--- src/rtl/timer_pkg.sv ---
// Shared constants for the memory-mapped interval timer: register offsets,
// TCON bit positions, prescaler width and the default bus base address.
package timer_pkg;

    localparam logic [31:0] DEFAULT_BASE_ADDR = 32'h4000_0000;

    localparam logic [31:0] OFF_TH   = 32'd0;
    localparam logic [31:0] OFF_TL   = 32'd4;
    localparam logic [31:0] OFF_TCON = 32'd8;
    localparam logic [31:0] OFF_PSC  = 32'd12;

    localparam int TCON_EN = 0;
    localparam int TCON_IE = 1;
    localparam int TCON_IS = 2;

    localparam int PSC_WIDTH = 16;

endpackage

--- src/rtl/timer_irq_unit_if.sv ---
// Data-memory bus slice seen by the timer: CPU strobes, address and store data
// in, combinational read data and address-hit out.
interface timer_irq_unit_if;

    logic        mem_rd;
    logic        mem_wr;
    logic [31:0] addr;
    logic [31:0] wdata;
    logic [31:0] rdata;
    logic        hit;

    modport master (
        output mem_rd, mem_wr, addr, wdata,
        input  rdata, hit
    );

    modport slave (
        input  mem_rd, mem_wr, addr, wdata,
        output rdata, hit
    );

endinterface

--- src/rtl/timer_prescaler.sv ---
// Tick generator used when TIMER_PRESCALE_EN is defined: holds PSC and a
// free-running prescale counter that emits one tick every PSC+1 enabled cycles.
`ifdef TIMER_PRESCALE_EN
module timer_prescaler
    import timer_pkg::*;
(
    input  logic                 clk,
    input  logic                 reset,
    input  logic                 en_i,
    input  logic                 psc_we_i,
    input  logic [PSC_WIDTH-1:0] psc_wdata_i,
    output logic                 tick_o,
    output logic [PSC_WIDTH-1:0] psc_o
);

    logic [PSC_WIDTH-1:0] psc_q, psc_d;
    logic [PSC_WIDTH-1:0] cnt_q, cnt_d;

    assign tick_o = en_i && (cnt_q == psc_q);
    assign psc_o  = psc_q;

    always_comb begin
        psc_d = psc_q;
        cnt_d = cnt_q;
        if (en_i) begin
            cnt_d = tick_o ? '0 : cnt_q + PSC_WIDTH'(1);
        end
        // A new prescale value restarts the period from zero.
        if (psc_we_i) begin
            psc_d = psc_wdata_i;
            cnt_d = '0;
        end
    end

    always_ff @(posedge clk) begin
        if (!reset) begin
            psc_q <= '0;
            cnt_q <= '0;
        end else begin
            psc_q <= psc_d;
            cnt_q <= cnt_d;
        end
    end

endmodule
`endif

--- src/rtl/timer_irq_unit.sv ---
// Memory-mapped interval timer (TH reload, TL count, TCON control) driving a
// sticky irq. Define TIMER_PRESCALE_EN to add the PSC register and prescaler.
module timer_irq_unit
    import timer_pkg::*;
#(
    parameter logic [31:0] BASE_ADDR = DEFAULT_BASE_ADDR,
    parameter int          WIDTH     = 32
) (
    input  logic              clk,
    input  logic              reset,
    timer_irq_unit_if.slave   bus,
    output logic              irq
);

    localparam logic [WIDTH-1:0] TL_MAX = '1;

    logic [WIDTH-1:0]     th_q, th_d;
    logic [WIDTH-1:0]     tl_q, tl_d;
    logic [2:0]           tcon_q, tcon_d;
    logic [31:0]          offset;
    logic                 sel_th, sel_tl, sel_tcon, sel_psc;
    logic                 wr_en;
    logic                 tick, overflow, ovf_set;
    logic [PSC_WIDTH-1:0] psc_val;

    // Exact-offset compares reject unaligned and out-of-window addresses.
    assign offset   = bus.addr - BASE_ADDR;
    assign sel_th   = (offset == OFF_TH);
    assign sel_tl   = (offset == OFF_TL);
    assign sel_tcon = (offset == OFF_TCON);
    assign wr_en    = bus.mem_wr;

`ifdef TIMER_PRESCALE_EN
    assign sel_psc = (offset == OFF_PSC);

    timer_prescaler u_prescaler (
        .clk         (clk),
        .reset       (reset),
        .en_i        (tcon_q[TCON_EN]),
        .psc_we_i    (wr_en && sel_psc),
        .psc_wdata_i (bus.wdata[PSC_WIDTH-1:0]),
        .tick_o      (tick),
        .psc_o       (psc_val)
    );
`else
    assign sel_psc = 1'b0;
    assign tick    = tcon_q[TCON_EN];
    assign psc_val = '0;
`endif

    assign bus.hit  = sel_th || sel_tl || sel_tcon || sel_psc;
    assign overflow = tick && (tl_q == TL_MAX);
    assign ovf_set  = overflow && tcon_q[TCON_IE];
    assign irq      = tcon_q[TCON_IS] & tcon_q[TCON_IE];

    always_comb begin
        bus.rdata = '0;
        if (bus.mem_rd) begin
            if (sel_th)   bus.rdata = 32'(th_q);
            if (sel_tl)   bus.rdata = 32'(tl_q);
            if (sel_tcon) bus.rdata = {29'd0, tcon_q};
            if (sel_psc)  bus.rdata = 32'(psc_val);
        end
    end

    always_comb begin
        th_d   = th_q;
        tl_d   = tl_q;
        tcon_d = tcon_q;
        if (tick) begin
            tl_d = overflow ? th_q : tl_q + WIDTH'(1);
        end
        if (ovf_set) begin
            tcon_d[TCON_IS] = 1'b1;
        end
        // Bus writes override counting; a TCON clear never drops a fresh overflow.
        if (wr_en && sel_th) begin
            th_d = bus.wdata[WIDTH-1:0];
        end
        if (wr_en && sel_tl) begin
            tl_d = bus.wdata[WIDTH-1:0];
        end
        if (wr_en && sel_tcon) begin
            tcon_d = {bus.wdata[TCON_IS] | ovf_set, bus.wdata[TCON_IE], bus.wdata[TCON_EN]};
        end
    end

    always_ff @(posedge clk) begin
        if (!reset) begin
            th_q   <= '0;
            tl_q   <= '0;
            tcon_q <= 3'b000;
        end else begin
            th_q   <= th_d;
            tl_q   <= tl_d;
            tcon_q <= tcon_d;
        end
    end

endmodule

--- src/flat_wrapper.sv ---
// flat-port wrapper written by rule: the top's interface ports become plain ports
module timer_irq_unit_flat import timer_pkg::*;
#(
    parameter logic [31:0] BASE_ADDR = DEFAULT_BASE_ADDR,
    parameter int          WIDTH     = 32
)
  (clk, reset, irq, bus_mem_rd, bus_mem_wr, bus_addr, bus_wdata, bus_rdata, bus_hit);
  timer_irq_unit_if bus_i ();
  input  logic clk;
  input  logic reset;
  output logic irq;
  input wire logic [$bits(bus_i.mem_rd)-1:0] bus_mem_rd;
  input wire logic [$bits(bus_i.mem_wr)-1:0] bus_mem_wr;
  input wire logic [$bits(bus_i.addr)-1:0] bus_addr;
  input wire logic [$bits(bus_i.wdata)-1:0] bus_wdata;
  output wire logic [$bits(bus_i.rdata)-1:0] bus_rdata;
  output wire logic [$bits(bus_i.hit)-1:0] bus_hit;
  assign bus_i.mem_rd = bus_mem_rd;
  assign bus_i.mem_wr = bus_mem_wr;
  assign bus_i.addr = bus_addr;
  assign bus_i.wdata = bus_wdata;
  assign bus_rdata = bus_i.rdata;
  assign bus_hit = bus_i.hit;
  timer_irq_unit #(.BASE_ADDR(BASE_ADDR), .WIDTH(WIDTH)) u_core (.clk(clk), .reset(reset), .bus(bus_i), .irq(irq));
endmodule
--- config.mk ---
export PLATFORM = sky130hd
export DESIGN_NAME = timer_irq_unit_flat
export DESIGN_NICKNAME = d
export VERILOG_FILES = /design/src/rtl/timer_pkg.sv /design/src/rtl/timer_irq_unit_if.sv /design/src/rtl/timer_prescaler.sv /design/src/rtl/timer_irq_unit.sv /design/src/flat_wrapper.sv
export SDC_FILE = /design/constraint.sdc
export NUM_CORES = 1
export LEC_CHECK = 0
export CELL_PAD_IN_SITES_DETAIL_PLACEMENT = 1
export CELL_PAD_IN_SITES_GLOBAL_PLACEMENT = 1
export CORE_ASPECT_RATIO = 1.5
export CORE_MARGIN = 2
export CORE_UTILIZATION = 39
export DETAILED_ROUTE_END_ITERATION = 10
export GPL_TIMING_DRIVEN = 0
export MAX_ROUTING_LAYER = met4
export PLACE_DENSITY_LB_ADDON = 0.1
export SLEW_MARGIN = 20
export SYNTH_ARGS = -nofsm -noshare
export SYNTH_HDL_FRONTEND = slang
export SYNTH_HIERARCHICAL = 1
export SYNTH_SLANG_ARGS = --single-unit
--- constraint.sdc ---
create_clock -name clk -period 4.9 [get_ports clk]
set_input_delay 1.47 -clock clk [delete_from_list [all_inputs] [get_ports clk]]
set_output_delay 1.47 -clock clk [all_outputs]
set_load 0.05 [all_outputs]
-- Yosys cells after proc, flatten, opt, wreduce, memory -nomap -nowiden
Cells that the tools add are included.
- $add $sub $neg: 2
- bitwise operators: 2
- eq/ne operators: 3
- multiplexer cells: 9
- reduce and logical (&&, ||, !) cells: 10
- operators by type and width (kind ; count):
    two-way mux 32 bit ; 7
    adder 32 x 1 -> 32 bit (second input constant) ; 1
    equality test 32 x 3 -> 1 bit (second input constant) ; 1
    equality test 32 bit (second input constant) ; 1
    equality test 32 x 4 -> 1 bit (second input constant) ; 1
    logical NOT 32 bit ; 1
    subtractor 32 x 31 -> 32 bit (second input constant) ; 1
    logical AND 1 bit ; 5
    nonzero test 2 bit ; 2
    two-way mux 3 bit ; 1
    logical OR 1 bit ; 2
    AND 1 bit ; 1
    two-way mux 1 bit ; 1
    OR 1 bit ; 1
- word-level logic and storage cells: 30
- output and inout port bits: 34
- register bits after elaboration: 67
- bits of input ports: 68

-- Longest topological paths before layout
Gate-level depths: netlist of the first run.
- depth in word-level cells: 6
- mapped depth: 10
- gate-level depth less buffers: 7

-- Least setup slack after synthesis of the first run
Ideal clock, no wire load.
- path kind: input -> output
- from: input bus_addr[18]
- to: output bus_rdata[23]
- slack: 0.015 ns
- arrival time: 3.415 ns
- buffers on the path: 2
- cell stages on the path: 7
- cell sequence: nor4_2 -> nand4_2 -> nor4_1 -> buf_2 -> buf_2 -> a22oi_1 -> nor2_1
- longest elaborated chain between the ends: 6
- elaborated cells between the ends (all ways): 8
- ends and longest elaborated chain (item ; RTL line ; source):
    start: declaration ; flat_wrapper.sv:14 ; input wire logic [$bits(bus_i.addr)-1:0] bus_addr;
    subtractor 32 x 31 -> 32 bit (*) ; timer_irq_unit.sv:27 ; assign offset = bus.addr - BASE_ADDR;
    logical NOT 32 bit ; timer_irq_unit.sv:28 ; assign sel_th = (offset == OFF_TH);
    two-way mux 32 bit ; timer_irq_unit.sv:59 ; if (sel_th) bus.rdata = 32'(th_q);
    two-way mux 32 bit ; timer_irq_unit.sv:60 ; if (sel_tl) bus.rdata = 32'(tl_q);
    two-way mux 32 bit (*) ; timer_irq_unit.sv:61 ; if (sel_tcon) bus.rdata = {29'd0, tcon_q};
    two-way mux 32 bit (*) ; timer_irq_unit.sv:58 ; if (bus.mem_rd) begin
    end: declaration ; flat_wrapper.sv:16 ; output wire logic [$bits(bus_i.rdata)-1:0] bus_rdata;
Mark *: on every way between the ends. The rest lies on a longest branch, timed or not.

-- Worst setup path after layout of the first run
- from: input bus_addr[25]
- to: output bus_hit
- longest elaborated chain between the ends: 4
- elaborated cells between the ends (all ways): 6
- ends and longest elaborated chain (item ; RTL line ; source):
    subtractor 32 x 31 -> 32 bit (*) ; timer_irq_unit.sv:27 ;
    equality test 32 x 3 -> 1 bit or logical NOT 32 bit (tied branches) ; timer_irq_unit.sv:29, timer_irq_unit.sv:28 ;
    logical OR 1 bit ; timer_irq_unit.sv:51 ; assign bus.hit = sel_th || sel_tl || sel_tcon || sel_psc;
    logical OR 1 bit (*) ; timer_irq_unit.sv:51 ;
    end: declaration ; flat_wrapper.sv:17 ; output wire logic [$bits(bus_i.hit)-1:0] bus_hit;
Marked as above.

==> flow_summary.ini, run 1 <==
[global_routing]
grt_max_degree = 12
grt.total_usage_pct = 34.5
grt-ovfl-total = 0
grt_pass1_wl_um = 29000
antenna_found_initial = 0
grt_pass1_vias = 5492

[worst_setup_path]
cp-start-kind = primary input
cpPeakStageDelay_ps = 590
cp_slowest_cell = dlygate4sd2_1
worstReg2RegEnd = u_core/tl_q[7]
critical_path_class = in2out
crit_chain = clkdlybuf4s15_1 -> nor4b_4 -> nand4_4 -> buf_4 -> buf_4 -> a211oi_1 -> dlygate4sd2_1
r2r_start = u_core/tcon_q[0]
path_delay_family = buffers and inverters
cpMostUsedCell = buf_4
cp.required_ps = 3430
worstPathArrival_ps = 3380
reg2reg_depth = 9
worst-path-buf-inv = 4
endpoint_kind = primary output
r2r_slack_ps = 2290
cp_max_fo = 4

[logic_synthesis]
synth_top_area_cell = dfxtp_1
syn-cell-area_um2 = 4170
synth_edf_count = 0
synthTopCellsByCount = 74 x nand2_1, 68 x nor2_1, 67 x a21oi_1, 67 x dfxtp_1
synth-main-ff-cell = dfxtp_1
synth_seq_cells = 67
synth_seq_area_share_pct = 32.2
synth.distinct_cells = 56
synth_nets = 628
synth.area.top_cells = dfxtp_1 32%, a21oi_1 8.0%, nand2_1 6.7%
ys_warn_count = 6
syn-instance-count = 559
synth_area_per_cell_um2 = 7.45
netlist.area_leader.share_pct = 32.2
synth-async-reset-ratio_pct = 0
yosysMostFrequentCell = nand2_1

[timing]
finClkSkew_ps = 5.68
slew_violations = 0
worst_pin_slew_ps = 784
hold_violations = 0
fin_setup_tns_ps = 0
slew_headroom_pct = 47.3
fin_crit_ps = 4850
fin_crit_sh_pct = 99.0
fmax_mhz = 206
setup_violations = 0

[cts]
ctsHoldBuffers = 0
cts_tree = yes
htree_levels = 3
clk_latency_ps = 330
cts.clk_slew.worst_paths_ps = 60
numCtsBuffers = 9
cts.sinks = 67
clock_path_buffers = 2
cts_root_buf = clkbuf_16

[min_path]
worstHoldEndpoint = u_core/th_q[28]
hold_class = reg2reg
whs_path_depth = 2
hp-start = u_core/th_q[28]

[placed_design]
io_buffers = 99
dp_hpwl_um = 12900
place_area_um2 = 5340
gp_congestion = 0.918

[floorplan]
start_util_pct = 39.8
dieArea_um2 = 11500
die_y_um = 131
num_io_pins = 102
core_um2 = 10500
num_rows = 46
die_x_um = 88.4

[route]
vias_per_cell = 6.16
top_layer_used = met4
dr_wl_met3_um = 1270
via_count = 5163
drc = 0
ant_nets = 0
firstDrtPassIters = 5
wl_met2_um = 10300
wl_per_cell_um = 23.5
drtIter0Drc = 462
routed_wl_um = 19700
wl_met1_um = 7020

[cells_and_area]
diodes = 0
layout-drive-gt1-share_pct = 18.7
final_nets = 758
design_area_um2 = 6060
areaGrowthSynthToFinish_pct = 45.5
fill_cells = 1291

[power]
power.leakage_uw = 0.00221
power_density_nw_per_um2 = 231
peakVddDrop_v = 0.000153

[outcome]
outcome = finished clean

[job]
drv_cap = 0
==> flip-flops by register name (all words and copies together), names as in the netlist <==
| register | flops |
|---|---|
| u_core/tl_q | 32 |
| u_core/th_q | 32 |
| u_core/tcon_q | 3 |
==> per-layer routing <==
metal,global-route usage (%),vias to the layer above
li1,-,2285
met4,20.9,0
met2,61.2,261
met3,4.71,90
met1,35.5,2527
met5,-,-
==> worst max-delay path by stage <==
| stage | start | endpoint | cells past startpoint | slack [ps] |
|---|---|---|---|---|
| global placement | bus_addr[0] | bus_rdata[30] | 9 | -1150 |
| floorplan | bus_addr[18] | bus_rdata[23] | 7 | 20 |
| finish | bus_addr[25] | bus_hit | 7 | 50 |
| CTS | bus_addr[13] | bus_rdata[3] | 10 | 10 |
| detailed placement | bus_addr[0] | bus_rdata[30] | 9 | -1220 |
| global route | bus_addr[29] | bus_hit | 7 | -50 |
==> placed cells by master (no fill, tap or decap), drive strengths merged, types with 5 or more instances in the layout <==
cell / synthesis / layout
a21oi: 67 / 67
a22oi: 29 / 29
a31oi: 7 / 7
and2: 5 / 5
and3: 8 / 8
and4: 8 / 8
buf: 27 / 73
clkbuf: 21 / 39
clkdlybuf4s50: 0 / 38
dfxtp: 67 / 67
dlygate4sd2: 0 / 20
inv: 9 / 9
mux2i: 23 / 23
nand2: 74 / 74
nand3: 13 / 13
nand4: 15 / 15
nor2: 68 / 68
nor3: 15 / 15
nor4: 12 / 12
o211ai: 7 / 7
o21ai: 31 / 31
or3: 5 / 5
xor2: 6 / 6
==> layout make-up <==
type                            instances  area [um^2]  share of cell area (%)
Sequential cell                        67         1340                    22.1
Buffer                                 48          325                    5.37
Clock inverter                          5          100                    1.65
Multi-Input combinational cell        434         2680                    44.3
Inverter                               10         37.5                   0.619
Clock buffer                           11          243                    4.00
Timing Repair Buffer                  119         1150                    19.0
Tap cell                              144          180                    2.97
==> cell families (layout without fill, tap and decap cells) <==
kind of cell / after synthesis / count (layout) / share of synthesized area (%)
compound gates: 168 / 168 / 24.7
xor+xnor: 10 / 10 / 2.10
fa+ha+maj: 1 / 1 / 0.300
buf+inv: 58 / 193 / 6.85
flops: 67 / 67 / 32.2
mux: 26 / 26 / 6.34
simple gates: 229 / 229 / 27.5
==> timing repair <==
item | CTS | global route
pin swaps | 16 | 18
setup buffers | 15 | 2
setup endpoints to repair | 33 | 33
gates resized for setup | 233 | 66
cloned | 4 | 0
==> per-stage QoR <==
| stage | setup slack, ps | cells | power, uW | util [%] | hold WS, ps |
|---|---|---|---|---|---|
| 2_1_floorplan | 15.4 | 559 | 580 | - | 449 |
| 3_3_place_gp | -1150 | 802 | 651 | 51.0 | 458 |
| 3_5_place_dp | -1220 | 802 | 653 | 51.0 | 465 |
| 4_1_cts | 14.6 | 837 | 1410 | 57.0 | 472 |
| 5_1_grt | -52.1 | 838 | 1440 | 57.9 | 511 |
| 6_report | 49.4 | 838 | 1400 | 57.9 | 478 |
==> power breakdown <==
part | total [uW] | switching (uW) | leakage (uW) | internal, uW
Clock | 754 | 245 | 0.000169 | 509
Combinational | 101 | 50.7 | 0.00150 | 50.7
Sequential | 546 | 0.133 | 0.000539 | 546
Total | 1400 | 295 | 0.00221 | 1110
==> tightest hold or removal path, cell delays in order, from the launching register on <==
cell and delay (ps):
dfxtp_1 320, nand2_1 60, a21oi_1 50
(Power assumes the default switching activity.)
==> run 2, diff against run 1 <==
--- a/config.mk
+++ b/config.mk
@@ -9,7 +9,8 @@
 export CELL_PAD_IN_SITES_GLOBAL_PLACEMENT = 1
 export CORE_ASPECT_RATIO = 1.5
 export CORE_MARGIN = 2
-export CORE_UTILIZATION = 39
+export CORE_UTILIZATION = 38
+export CTS_CLUSTER_DIAMETER = 50
 export DETAILED_ROUTE_END_ITERATION = 10
 export GPL_TIMING_DRIVEN = 0
 export MAX_ROUTING_LAYER = met4
@@ -17,5 +18,4 @@
 export SLEW_MARGIN = 20
 export SYNTH_ARGS = -nofsm -noshare
 export SYNTH_HDL_FRONTEND = slang
-export SYNTH_HIERARCHICAL = 1
 export SYNTH_SLANG_ARGS = --single-unit
==> run 2 against run 1 <==
  * Cell count decreased by 3.6%
  * Synthesized cell count unchanged
  * Setup slack worse by 11 ps
  * Routed wire length down 5.1%
  * Non-clock buffer count shrank 5
  * Clock skew decreased by 2.0 ps
  * Via count down 0.83%
  * Largest power group unchanged
==> flow_summary.ini, run 2 <==
[outcome]
outcome = finished clean

[worst_setup_path]
endpoint_kind = primary output
cp-endpoint = bus_rdata[31]
cp-start-kind = primary input
r2r_start = u_core.tl_q[29]
worstPathArrival_ps = 3390
r2r_slack_ps = 2000
cp.required_ps = 3430
cp-startpoint = bus_addr[25]
cp_max_fo = 5
reg2reg_depth = 7
worstReg2RegEnd = u_core.tl_q[3]
critical_path_class = in2out

[cts]
cts_root_buf = clkbuf_16
cts_tree = yes
numCtsBuffers = 9
clk_latency_ps = 340
cts.clk_slew.worst_paths_ps = 50
clock_path_buffers = 2
cts.sinks = 67
htree_levels = 3

[logic_synthesis]
synth_nets = 628
synthTopCellsByCount = 99 x nand2_1, 70 x a21oi_1, 67 x dfxtp_1
synth.distinct_cells = 48
ys_warn_count = 0
synth-main-ff-cell = dfxtp_1
syn-instance-count = 559
synth.area.top_cells = dfxtp_1 34%, nand2_1 9.3%, a21oi_1 8.8%
synth_seq_area_share_pct = 33.7
synth_area_per_cell_um2 = 7.12
syn-cell-area_um2 = 3980
netlist.area_leader.share_pct = 33.7
synth_seq_cells = 67
synth-async-reset-ratio_pct = 0
synth_top_area_cell = dfxtp_1
yosysMostFrequentCell = nand2_1
synth_edf_count = 0

[cells_and_area]
layout-drive-gt1-share_pct = 20.4
layout_common_cells = 98 x nand2_1, 70 x a21oi_1, 67 x dfxtp_1
areaGrowthSynthToFinish_pct = 44.6
final_common_cell = nand2_1
final_nets = 756
fill_cells = 1269
reg_top3 = u_core.th_q x32, u_core.tl_q x32, u_core.tcon_q x3
diodes = 0

[route]
routed_wl_um = 18700
wl_per_cell_um = 23.2
ant_nets = 0
vias_per_cell = 6.34
drtIter0Drc = 338
firstDrtPassIters = 5
drc = 0
via_count = 5120

[power]
p_total_uw = 1260
clkPwrFrac_pct = 48.9
internal_power_uw = 974
seq_power_share_pct = 43.2
peakVddDrop_v = 0.000188
pwr-share-comb_pct = 7.8
p_switching_uw = 289
power.leakage_uw = 0.00211
power_density_nw_per_um2 = 220
sw_frac_of_total_pct = 22.9

[min_path]
hold_class = reg2reg
whs_path_depth = 2
hp-start = u_core.th_q[25]

[placed_design]
post-place-ws_ps = -1590
gp_congestion = 0.921
io_buffers = 100
dp_hpwl_um = 12300

[global_routing]
grt_max_degree = 11
grt_pass1_wl_um = 28500
grt_pass1_vias = 5285
grt.total_usage_pct = 34.1
antenna_found_initial = 0
grt-ovfl-total = 0

[floorplan]
die_x_um = 87.5
die_y_um = 129
core_um2 = 10100
dieArea_um2 = 11300
num_io_pins = 102
num_rows = 45
start_util_pct = 39.2

[timing]
slew_violations = 0
hold_violations = 0
fin_setup_tns_ps = 0
hold_ws_ps = 474
worst_pin_slew_ps = 974
fin_crit_sh_pct = 99.2
fin_crit_ps = 4860
fmax_mhz = 206
setup_violations = 0
worst_slack_ps = 38.3
slew_headroom_pct = 34.6
finClkSkew_ps = 3.73

[job]
drv_cap = 0
[run 2: cell types whose count changed in the layout (fill, tap and decap cells not counted), moves of 10 or more]
cell and delta:
nand3_1 +13, buf_6 -15, dlygate4sd2_1 -10, nor2_1 -28, mux2i_1 -15, nand2_1 +26, nor2_2 +18, o21ai_0 -12
[run 2: timing repair]
action,CTS,global route
gates resized for setup,253,43
setup endpoints to repair,33,29
hold buffers,0,0
setup buffers,9,3
pin swaps,19,15
gates cloned,5,0
[run 2: routing by layer]
metal	up-vias	track usage [%]	wire (um)
li1	2295	-	-
met1	2508	37.2	7110
met2	255	57.6	9580
met3	62	5.41	1120
met4	0	19.9	903
met5	-	-	0
[run 2: metrics by stage]
step | cell area [um^2] | cells | utilization (%)
after global placement | 5170 | 776 | 51.1
after global routing | 5750 | 808 | 56.8
after detailed placement | 5170 | 776 | 51.1
final | 5750 | 808 | 56.8
after CTS | 5720 | 805 | 56.5
after floorplan | 4030 | 559 | -
[run 2: cell families (layout without fill, tap and decap cells)]
group,after synthesis,count (layout),synth area share (%)
AO/OA/AOI/OAI,161,161,25.3
AND/OR/NAND/NOR,262,262,31.6
XOR/XNOR,6,6,1.32
flip-flops,67,67,33.7
buffers and inverters,54,186,5.76
adder cells (fa/ha/maj),1,1,0.315
multiplexers,8,8,2.01
[run 2: area by class of cell]
cell class                      instances  area (um^2)  share of cell area, %
Sequential cell                        67         1340                   23.3
Multi-Input combinational cell        438         2570                   44.6
Timing Repair Buffer                  117         1110                   19.3
Clock buffer                           13          270                   4.70
Buffer                                 45          274                   4.76
Clock inverter                          2         10.0                  0.174
Tap cell                              117          146                   2.54
Inverter                                9         33.8                  0.587
[run 2: critical path, stage by stage]
cell	delay, ps
dlygate4sd2_1	250
nor4_2	150
nand4_1	220
buf_4	210
nor4_4	200
buf_4	210
buf_2	210
a22oi_1	100
nor2_1	180
buf_6	190
[run 2: worst min-delay path by stage]
stage                      endpoint
floorplan            u_core.th_q[0]
global placement     u_core.th_q[0]
detailed placement   u_core.th_q[7]
CTS                  u_core.th_q[7]
global route         u_core.th_q[7]
finish              u_core.th_q[25]
[run 2: power groups by stage]
stage / combinational [uW] / sequential, uW / clock [uW]
finish: 98.9 / 546 / 618
global route: 103 / 546 / 647
CTS: 97.4 / 546 / 625
detailed placement: 96.6 / 558 / 0
global placement: 95.0 / 558 / 0
floorplan: 23.6 / 558 / 0
==> run 3, diff against run 2 <==
--- a/config.mk
+++ b/config.mk
@@ -12,6 +12,7 @@
 export CORE_UTILIZATION = 38
 export CTS_CLUSTER_DIAMETER = 50
 export DETAILED_ROUTE_END_ITERATION = 10
+export GPL_ROUTABILITY_DRIVEN = 0
 export GPL_TIMING_DRIVEN = 0
 export MAX_ROUTING_LAYER = met4
 export PLACE_DENSITY_LB_ADDON = 0.1
==> results of run 3 <==
Final layout, timing and power as in run 2 (identical DEF).
